--- src/rtl/fetch_queue.sv ---
// Instruction fetch queue: fetches sequential PCs from an async-read imem into a small FIFO.
// Define FETCH_QUEUE_BYPASS_EN to let an empty queue hand the current fetch straight to IF/ID.
module fetch_queue #(
    parameter int          DEPTH    = 4,
    parameter logic [31:0] RESET_PC = 32'h0000_0000
) (
    input  logic                     clk_i,
    input  logic                     rst_i,
    input  logic                     start_i,
    output logic [31:0]              imem_addr_o,
    input  logic [31:0]              imem_inst_i,
    input  logic                     redirect_i,
    input  logic [31:0]              redirect_pc_i,
    output logic                     deq_valid_o,
    input  logic                     deq_ready_i,
    output logic [31:0]              pc_o,
    output logic [31:0]              inst_o,
    output logic [$clog2(DEPTH):0]   count_o
);

    localparam int PW = $clog2(DEPTH);
    localparam int CW = PW + 1;
    localparam logic [CW-1:0] FULL_COUNT = CW'(DEPTH);

    logic [31:0]   fetch_pc;
    logic [PW-1:0] head;
    logic [PW-1:0] tail;
    logic [CW-1:0] count;
    logic [31:0]   pc_mem   [DEPTH];
    logic [31:0]   inst_mem [DEPTH];

    logic empty;
    logic bypass;
    logic deq_fire;
    logic fetch_fire;
    logic push;
    logic pop;
    logic [1:0] unused_redirect_bits;

    assign imem_addr_o          = fetch_pc;
    assign count_o              = count;
    assign unused_redirect_bits = redirect_pc_i[1:0];

    always_comb begin
        empty = (count == '0);
`ifdef FETCH_QUEUE_BYPASS_EN
        bypass = empty & start_i & ~redirect_i;
`else
        bypass = 1'b0;
`endif
        deq_valid_o = (~empty & ~redirect_i) | bypass;
        deq_fire    = deq_valid_o & deq_ready_i;
        fetch_fire  = start_i & ~redirect_i & ((count < FULL_COUNT) | deq_fire);
        // A bypassed fetch that is accepted immediately never occupies a slot.
        push        = fetch_fire & ~(bypass & deq_ready_i);
        pop         = deq_fire & ~empty;
    end

    always_comb begin
        pc_o   = 32'h0;
        inst_o = 32'h0;
        if (!empty) begin
            pc_o   = pc_mem[head];
            inst_o = inst_mem[head];
        end else if (bypass) begin
            pc_o   = fetch_pc;
            inst_o = imem_inst_i;
        end
    end

    // Reset beats redirect, which beats any push/pop in the same cycle.
    always_ff @(posedge clk_i) begin
        if (rst_i) begin
            fetch_pc <= RESET_PC;
            head     <= '0;
            tail     <= '0;
            count    <= '0;
        end else if (redirect_i) begin
            fetch_pc <= {redirect_pc_i[31:2], 2'b00};
            head     <= '0;
            tail     <= '0;
            count    <= '0;
        end else begin
            if (fetch_fire) begin
                fetch_pc <= fetch_pc + 32'd4;
            end
            if (push) begin
                tail <= tail + 1'b1;
            end
            if (pop) begin
                head <= head + 1'b1;
            end
            case ({push, pop})
                2'b10:   count <= count + 1'b1;
                2'b01:   count <= count - 1'b1;
                default: count <= count;
            endcase
        end
    end

    always_ff @(posedge clk_i) begin
        if (push && !rst_i) begin
            pc_mem[tail]   <= fetch_pc;
            inst_mem[tail] <= imem_inst_i;
        end
    end

endmodule
--- config.mk ---
export PLATFORM = sky130hd
export DESIGN_NAME = fetch_queue
export DESIGN_NICKNAME = d
export VERILOG_FILES = /design/src/rtl/fetch_queue.sv
export SDC_FILE = /design/constraint.sdc
export NUM_CORES = 1
export LEC_CHECK = 0
export ABC_AREA = 1
export CAP_MARGIN = 10
export CORE_ASPECT_RATIO = 0.7
export CORE_MARGIN = 3
export CORE_UTILIZATION = 56
export DETAILED_ROUTE_END_ITERATION = 10
export GPL_ROUTABILITY_DRIVEN = 0
export HOLD_SLACK_MARGIN = 0.1
export PLACE_DENSITY_LB_ADDON = 0.25
export SKIP_CTS_REPAIR_TIMING = 1
export SYNTH_ARGS = -nofsm -noshare
export SYNTH_HDL_FRONTEND = slang
export SYNTH_SLANG_ARGS = --single-unit
--- constraint.sdc ---
create_clock -name clk_i -period 7.6 [get_ports clk_i]
set_input_delay 1.52 -clock clk_i [delete_from_list [all_inputs] [get_ports clk_i]]
set_output_delay 1.52 -clock clk_i [all_outputs]
set_load 0.02 [all_outputs]
==> results of run 1 <==
## cell type report
type / instances / area, µm²
multi-input cells: 747 / 3421
inverters: 65 / 247.7
well taps: 276 / 345.3
flip-flops and latches: 287 / 8233
repair buffers: 175 / 1732
clock inverters: 20 / 211.5
fillers: 1520 / 6143
clock buffers: 30 / 696.9
## tightest hold or removal path, stage by stage (launching register included)
cell,delay (ns)
dfxtp_1,0.30
inv_1,0.05
a21oi_1,0.07
## cells in the final DEF, fill, tap and decap left out, drive strengths merged, types with 3 or more instances in the layout
cell	instances
nand2	143
buf	13
xor2	6
nand3	34
conb	4
o21ai	151
clkinv	13
bufinv	4
ha	6
a21oi	86
clkdlybuf4s50	162
inv	66
a31oi	6
edfxtp	248
nor2	294
dfxtp	39
nand4	3
clkbuf	30
## power by group through the flow
stage | logic, mW | clock network (mW) | registers, mW
floorplan | 0.108 | 0 | 1.81
global placement | 0.237 | 0 | 1.81
detailed placement | 0.241 | 0 | 1.81
CTS | 0.243 | 1.37 | 1.77
global route | 0.263 | 1.44 | 1.78
finish | 0.242 | 1.36 | 1.78
## registers in the layout, indices dropped and copies added (netlist names), named ones only
name         cells
count_o          3
head             2
imem_addr_o     30
inst_mem       128
pc_mem         120
tail             2
## Yosys cell counts, drive strengths merged
| library cell | instances | area, µm² |
|---|---|---|
| or2 | 2 | 12.51 |
| fa | 1 | 20.02 |
| nor3b | 1 | 7.510 |
| ha | 6 | 75.07 |
| clkbuf | 41 | 153.9 |
| o21bai | 2 | 15.01 |
| o211ai | 2 | 28.78 |
| edfxtp | 248 | 7447 |
| inv | 65 | 246.5 |
| nand3 | 34 | 170.2 |
| nor2 | 294 | 1121 |
| a31oi | 6 | 37.54 |
| nand4 | 3 | 18.77 |
| o21ai | 151 | 774.5 |
| xor2 | 6 | 52.55 |
| nor3 | 1 | 16.27 |
| o21a | 1 | 7.510 |
| dfxtp | 39 | 780.8 |
| a21boi | 1 | 7.510 |
| xnor2 | 2 | 17.52 |
| conb | 1 | 3.750 |
| a21oi | 86 | 437.9 |
| and2 | 1 | 6.260 |
| buf | 20 | 126.4 |
| nand2 | 143 | 549.3 |
## cells by family (layout without fill, tap and decap cells)
logic type	Yosys count	count (layout)
simple gates	479	479
flops	287	287
compound gates	249	249
buf+inv	126	290
other cells	1	4
fa+ha+maj	7	7
xor+xnor	8	8
## per-layer routing
layer	vias up	GRT usage, %	wire (µm)
li1	4238	-	-
met1	4128	35.42	12500
met2	436	35.59	12440
met3	44	4.545	2807
met4	0	6.043	580
met5	-	0	0
## final timing paths
| check | slack, ns | depth (start not counted) | start | end |
|---|---|---|---|---|
| setup reg to reg | 4.73 | 6 | count_o[2] | pc_mem[0][23] |
| setup / recovery | 2.63 | 7 | flop | inst_o[15] |
| hold reg to reg | 0.46 | 2 | head[1] | flop |
| hold / removal | 0.46 | 2 | head[1] | flop |
## per-stage QoR
| step | instances | area, µm² |
|---|---|---|
| after floorplan | 1160 | 12150 |
| after global placement | 1550 | 13980 |
| after detailed placement | 1550 | 13980 |
| after CTS | 1600 | 14890 |
| after global routing | 1600 | 14890 |
| final | 1600 | 14890 |
==> out/qor.txt, run 1 <==
critical path's top delay family: buffers and inverters
Final TNS setup: 0 ns
CTS Buffer Depth: 3
Tmin final: 4.970 ns
H-tree depth: 1
area share of fa/ha/maj cells after synthesis: 0.7837%
initial antenna violation count: 0
Compound-Gate Fraction of Synth Area: 10.79%
Cell Area, Synth: 12130 µm²
CTS tree: yes
max incr delay on CP: 0.66 ns
max-slew violations: 0
fraction of the mapped netlist area in simple logic gates: 15.67%
Die Area: 23500 µm²
Max transition margin: 24.31%
Yosys Warn Count: 0
row count: 44
clock slew at the register clock pins of the worst setup and hold paths: 0.06 ns
Flop pwr share: 52.6%
Starting Density: 57.70%
slowest CP cell: clkdlybuf4s50_1
Tcrit/Tclk final: 65.40%
I/O pin count: 169
Power, Total: 3.379 mW
Final ANT Viol Nets: 0
largest net degree at the start of global routing: 103
chip height: 129.2 µm
Max-cap violations: 0
Syn Inst Count: 1157
Clock power frac: 40.3%
CP arrival: 3.45 ns
worst hold slack: 0.4560 ns
starting DRC count in detailed routing: 982
Synth Area in XOR/XNOR: 0.5774%
FF+latch count, synth: 287
GRT Overall Usage: 23.46%
hold crit path type: flop to flop
first-pass GRT wire length: 43.83 mm
Core ar.: 21030 µm²
Fmax: 201.2 MHz
status: finished, final reports clean
Sw Ratio: 21.77%
Fin. Hold Viols: 0
layout cells sized above 1: 6.647%
CP bufs+invs: 4
WS Path Type: flop to output port
Leakage Power: 5.167 nW
Routed WL per cell: 17.70 µm
Net Switching: 735.6 µW
Final Util: 70.79%
Die X: 181.9 µm
n_diodes: 0
nets: 1379
post-synthesis mux area share: 0%
Crit path top cell by count: buf_4
Residual DRC: 0
Pwr Density: 227.0 nW/µm²
Final HPWL DP: 17.26 mm
startpoint types: flop
critical path fanouts, max: 63
Root Buffer: clkbuf_16
worst endpoint required time: 6.08 ns
RSZ-0062 raised after global routing: false
Worst Setup Slack, final: 2.630 ns
setup skew after layout: 0.01322 ns
Setup WS pre-CTS: 2.622 ns
CP Capture Type: output port
Via density: 5.529
port bufs: 162
Final setup viols: 0
crit-path cells: buf_4 -> inv_2 -> buf_4 -> nor2_1 -> o21ai_0 -> a21oi_1 -> clkdlybuf4s50_1
clk_lat worst skew: 0.53 ns
Slew @ Worst Pin: 1.133 ns
TritonCTS Buffers: 27
largest family of logic cells by synthesized area: simple AND/OR/NAND/NOR gates
Via Count: 8846
Power Internal: 2.644 mW
worst vdd ir: 0.1573 mV
vias in the first global route: 8324
total grt overflow: 0
Pre-antenna DRT Iters: 6
sequential area share after synthesis: 67.81%
Area Growth Syn to Fin: 22.69%
combinational power share: 7.2%
clock sink total: 287
Yosys cell types: 38
final WL: 28.32 mm
Avg Synthesized Cell Area: 10.49 µm²
Power figures use the tool's default switching activity.
==> run 2, diff against run 1 <==
--- a/config.mk
+++ b/config.mk
@@ -9,7 +9,7 @@
 export CAP_MARGIN = 10
 export CORE_ASPECT_RATIO = 0.7
 export CORE_MARGIN = 3
-export CORE_UTILIZATION = 56
+export CORE_UTILIZATION = 55
 export DETAILED_ROUTE_END_ITERATION = 10
 export GPL_ROUTABILITY_DRIVEN = 0
 export HOLD_SLACK_MARGIN = 0.1
==> constraint.sdc (replaced) <==
create_clock -name clk_i -period 5 [get_ports clk_i]
set_input_delay 1 -clock clk_i [delete_from_list [all_inputs] [get_ports clk_i]]
set_output_delay 1 -clock clk_i [all_outputs]
set_load 0.02 [all_outputs]
==> run 2 against run 1 <==
Sequential power rose by 52%. First-iteration DRC count down 23%. Routed wire length grew 0.73%. Die area up 1.7%. Final cell count stayed put. Power is 49% higher. Count of clock-buffer cells in the layout rose by 4. Critical path depth fell by 1. Via count barely moved. Global-route usage rose by 0.10 points. Register-to-register slack worse by 2.3 ns. Sequential share of layout area about the same. Largest power group unchanged. Highest routed layer unchanged.
==> out/qor.txt, run 2 (synthesis results as in run 1) <==
Final TNS setup: 0 ns
Tmin final: 3.982 ns
WS Path Type: flop to output port
Final HPWL DP: 17.04 mm
layout cells sized above 1: 6.269%
Largest register FFs: 128
Setup WS pre-CTS: 1.364 ns
Worst Setup Slack, final: 1.018 ns
max-slew violations: 0
Pre-antenna DRT Iters: 5
setup skew after layout: 0.01322 ns
GRT Overall Usage: 23.56%
TritonCTS Buffers: 26
Final Instance Area: 14880 µm²
Tcrit/Tclk final: 79.64%
Die X: 183.5 µm
Core ar.: 21200 µm²
Power Internal: 3.933 mW
Sw Ratio: 21.64%
CP arrival: 2.98 ns
CTS tree: yes
n_diodes: 0
Hold Startpoint: head[1]
Final ANT Viol Nets: 0
crit-path cells: buf_4 -> nor2_1 -> nor2_1 -> o21ai_0 -> a21oi_1 -> clkdlybuf4s50_1
port bufs: 162
Die Area: 23910 µm²
commonest non-fill, non-tap cell in the layout: nor2_1
Cell Area, Placed: 14040 µm²
most frequent cells in the layout: nor2_1, edfxtp_1, clkdlybuf4s50_1
Sequential cell area: 8233 µm²
chip height: 130.3 µm
Fmax: 251.1 MHz
Area Growth Syn to Fin: 22.63%
total grt overflow: 0
FF-to-FF Start: count_o[2]
critical path's top delay family: buffers and inverters
slowest CP cell: dfxtp_4
max incr delay on CP: 0.77 ns
vias in the first global route: 8525
Crit path top cell by count: nor2_1
startpoint types: flop
I/O pin count: 169
Final setup viols: 0
hold crit path type: flop to flop
final WL: 28.53 mm
Filler cells: 1502
Leakage Power: 5.150 nW
CTS Buffer Depth: 3
combinational power share: 7.3%
Routed WL per cell: 17.83 µm
Via density: 5.527
Slew @ Worst Pin: 1.002 ns
Largest Register: inst_mem
area of the multi-input gates: 3421 µm²
RSZ-0062 raised after global routing: false
clock sink total: 287
largest net degree at the start of global routing: 63
row count: 44
nets: 1381
CP bufs+invs: 2
Residual DRC: 0
Clock power frac: 38.9%
critical path fanouts, max: 55
clk_lat worst skew: 0.52 ns
Root Buffer: clkbuf_16
status: finished, final reports clean
worst vdd ir: 0.2470 mV
Pwr Density: 337.3 nW/µm²
Max-cap violations: 0
Flop pwr share: 53.8%
worst endpoint required time: 4.00 ns
CP Capture Type: output port
Starting Density: 57.25%
Fin. Hold Viols: 0
starting DRC count in detailed routing: 757
initial antenna violation count: 0
first-pass GRT wire length: 44.37 mm
Net Switching: 1.086 mW
clock slew at the register clock pins of the worst setup and hold paths: 0.06 ns
Max transition margin: 33.00%
Via Count: 8843
H-tree depth: 1
-- run 2: tightest hold or removal path: cells and delay by family (launching register included) --
kind,cells,cell delay (ns)
AO/OA/AOI/OAI,1,0.07
flip-flops,1,0.30
buffers and inverters,1,0.06
-- run 2: area by class of cell --
cell class,instances,share of cell area (%)
clock inverters,13,0.7399
well taps,276,2.321
multi-input cells,747,22.99
clock buffers,34,4.919
flip-flops and latches,287,55.33
inverters,65,1.665
repair buffers,178,12.04
-- run 2: through the flow --
stage	power, mW	cells	hold slack [ns]	util (%)
final	5.019	1600	0.4648	70.21
after floorplan	2.913	1160	0.4356	-
after global routing	5.172	1600	0.4970	70.21
after CTS	5.044	1600	0.4646	70.21
after detailed placement	3.115	1553	0.4558	66.23
after global placement	3.107	1553	0.4424	66.23
-- run 2: power by group through the flow --
stage / clock network [mW] / logic (mW) / registers, mW
final: 1.95 / 0.368 / 2.70
after global routing: 2.07 / 0.400 / 2.70
after CTS: 1.98 / 0.369 / 2.70
after detailed placement: 0 / 0.366 / 2.75
after global placement: 0 / 0.360 / 2.75
after floorplan: 0 / 0.165 / 2.75
-- run 2: metal layers --
layer  GRT usage, %  wire, µm
met5              0         0
met2          37.95     12980
met4          5.998       544
met3          3.761      2427
met1          34.12     12570
-- run 2: final timing paths --
check	slack [ns]	to	cells past startpoint
min reg2reg	0.46	flop	2
max	1.02	inst_o[13]	6
min	0.46	flop	2
max reg2reg	2.42	count_o[2]	11
==> run 3, diff against run 2 <==
--- a/config.mk
+++ b/config.mk
@@ -9,7 +9,7 @@
 export CAP_MARGIN = 10
 export CORE_ASPECT_RATIO = 0.7
 export CORE_MARGIN = 3
-export CORE_UTILIZATION = 55
+export CORE_UTILIZATION = 49
 export DETAILED_ROUTE_END_ITERATION = 10
 export GPL_ROUTABILITY_DRIVEN = 0
 export HOLD_SLACK_MARGIN = 0.1
==> constraint.sdc (replaced) <==
create_clock -name clk_i -period 3.6 [get_ports clk_i]
set_input_delay 0.72 -clock clk_i [delete_from_list [all_inputs] [get_ports clk_i]]
set_output_delay 0.72 -clock clk_i [all_outputs]
set_load 0.02 [all_outputs]
==> run 3 against run 2 <==
Power up 43%. Critical path depth did not move. Highest routed layer unchanged. Non-clock buffer count rose by 6. Global-route usage is 1.8 points lower. Sequential power increased by 39%. Setup slack worse by 0.84 ns. First-iteration DRC count is 0.40% higher. Die area rose by 12%. Register-to-register slack worse by 0.95 ns. Worst hold slack worse by 0.0011 ns. Clock power up 50%. Combinational power grew 42%.
==> out/qor.txt, run 3 (synthesis results as in run 1) <==
WS Path Type: flop to output port
Area Growth Syn to Fin: 24.97%
met2 wire len: 12.91 mm
Tmin final: 3.424 ns
max incr delay on CP: 0.63 ns
initial antenna violation count: 0
most frequent cells in the layout: nor2_1, edfxtp_1, clkdlybuf4s50_1
status: finished, final reports clean
port bufs: 162
Starting Density: 50.57%
n_diodes: 0
met3 routed WL: 2.055 mm
clk_lat worst skew: 0.53 ns
Routed WL per cell: 17.84 µm
Fmax: 292.1 MHz
cell depth of the worst hold path: 2
largest net degree at the start of global routing: 67
Leakage Power: 5.257 nW
starting DRC count in detailed routing: 760
worst vdd ir: 0.3844 mV
Pwr Density: 474.2 nW/µm²
worst flop-to-flop path endpoint: count_o[2]
commonest non-fill, non-tap cell in the layout: nor2_1
Power, Total: 7.191 mW
critical path fanouts, max: 40
TritonCTS Buffers: 28
Hold Startpoint: head[1]
Via density: 5.330
setup skew after layout: 0.01633 ns
layout cells sized above 1: 7.116%
Final setup viols: 0
Max-cap violations: 0
CTS Buffer Depth: 3
Final Instance Area: 15160 µm²
total grt overflow: 0
Largest register FFs: 128
startpoint types: flop
H-tree depth: 1
CP Capture Type: output port
final WL: 29.48 mm
clock slew at the register clock pins of the worst setup and hold paths: 0.06 ns
Die Area: 26720 µm²
Final ANT Viol Nets: 0
Pre-antenna DRT Iters: 5
CP bufs+invs: 3
CTS tree: yes
Worst Setup Slack, final: 0.1765 ns
Final HPWL DP: 17.51 mm
GRT Overall Usage: 21.80%
CP arrival: 2.70 ns
vias in the first global route: 8416
Cell Area, Placed: 14230 µm²
Setup WS pre-CTS: 0.6831 ns
r2r worst-path depth: 9
critical path's top delay family: buffers and inverters
first-pass GRT wire length: 45.94 mm
Max transition margin: 39.89%
I/O pin count: 169
FF-to-FF Start: count_o[2]
Largest Register: inst_mem
Routed met1 length: 13.82 mm
worst endpoint required time: 2.88 ns
clock sink total: 287
r2r setup slk: 1.47 ns
Residual DRC: 0
hold crit path type: flop to flop
RSZ-0062 raised after global routing: false
row count: 47
Slew @ Worst Pin: 0.9004 ns
Core ar.: 23990 µm²
slowest CP cell: inv_2
nets: 1389
crit-path cells: inv_2 -> buf_4 -> nor2_1 -> o21ai_0 -> a21oi_1 -> clkdlybuf4s50_1
Tcrit/Tclk final: 95.10%
Die X: 194.1 µm
Root Buffer: clkbuf_16
max-slew violations: 0
Max Used Layer: met4
Via Count: 8811
Fin. Hold Viols: 0
chip height: 137.7 µm
-- run 3: cell types whose count changed in the layout (fill, tap and decap cells not counted) --
cell	previous run	this run
clkdlybuf4s50_1	162	160
buf_12	4	12
bufinv_16	2	3
clkbuf_16	27	29
clkinv_1	6	2
clkbuf_1	4	9
clkinvlp_4	1	2
-- run 3: stage by stage --
stage | cells | hold slack, ns | TNS [ns] | utilization, %
3_5_place_dp | 1601 | 0.4604 | 0 | 59.31
4_1_cts | 1653 | 0.4693 | 0 | 63.20
5_1_grt | 1653 | 0.4964 | 0 | 63.20
3_3_place_gp | 1601 | 0.4418 | 0 | 59.31
2_1_floorplan | 1160 | 0.4356 | -233.84 | -
6_report | 1653 | 0.4637 | 0 | 63.20
-- run 3: worst register-to-register path, stage by stage (launching register included) --
cell	delay [ns]
dfxtp_1	0.44
inv_2	0.07
o211ai_4	0.36
ha_1	0.22
inv_1	0.07
fa_1	0.39
a21oi_1	0.16
o21a_1	0.15
o21ai_0	0.07
a21oi_1	0.14
-- run 3: worst max-delay path by stage --
stage	slack (ns)	cells past startpoint	endpoint
2_1_floorplan	-0.94	6	inst_mem[0][0]
3_3_place_gp	0.71	12	count_o[2]
3_5_place_dp	0.68	8	inst_mem[0][21]
4_1_cts	0.15	6	inst_o[25]
5_1_grt	0.03	6	inst_o[29]
6_report	0.18	6	inst_o[25]
-- run 3: layout make-up --
type	count	area, µm²
clock buffer	41	800.8
clock inverter	11	132.6
fill	1841	8828
inverter	65	247.7
multi-input combinational	747	3421
sequential	287	8233
tap	318	397.9
timing repair buffer	184	1932
-- run 3: per-layer routing --
layer / track usage (%) / up-vias
li1: - / 4261
met1: 32.72 / 4174
met2: 33.39 / 329
met3: 3.349 / 47
met4: 6.138 / 0
met5: 0 / -
-- run 3: report_power, final --
group          total [mW]  switching, mW  internal [mW]
clock network        2.92           1.16           1.75
registers            3.75         0.0793           3.67
logic               0.524          0.293          0.231
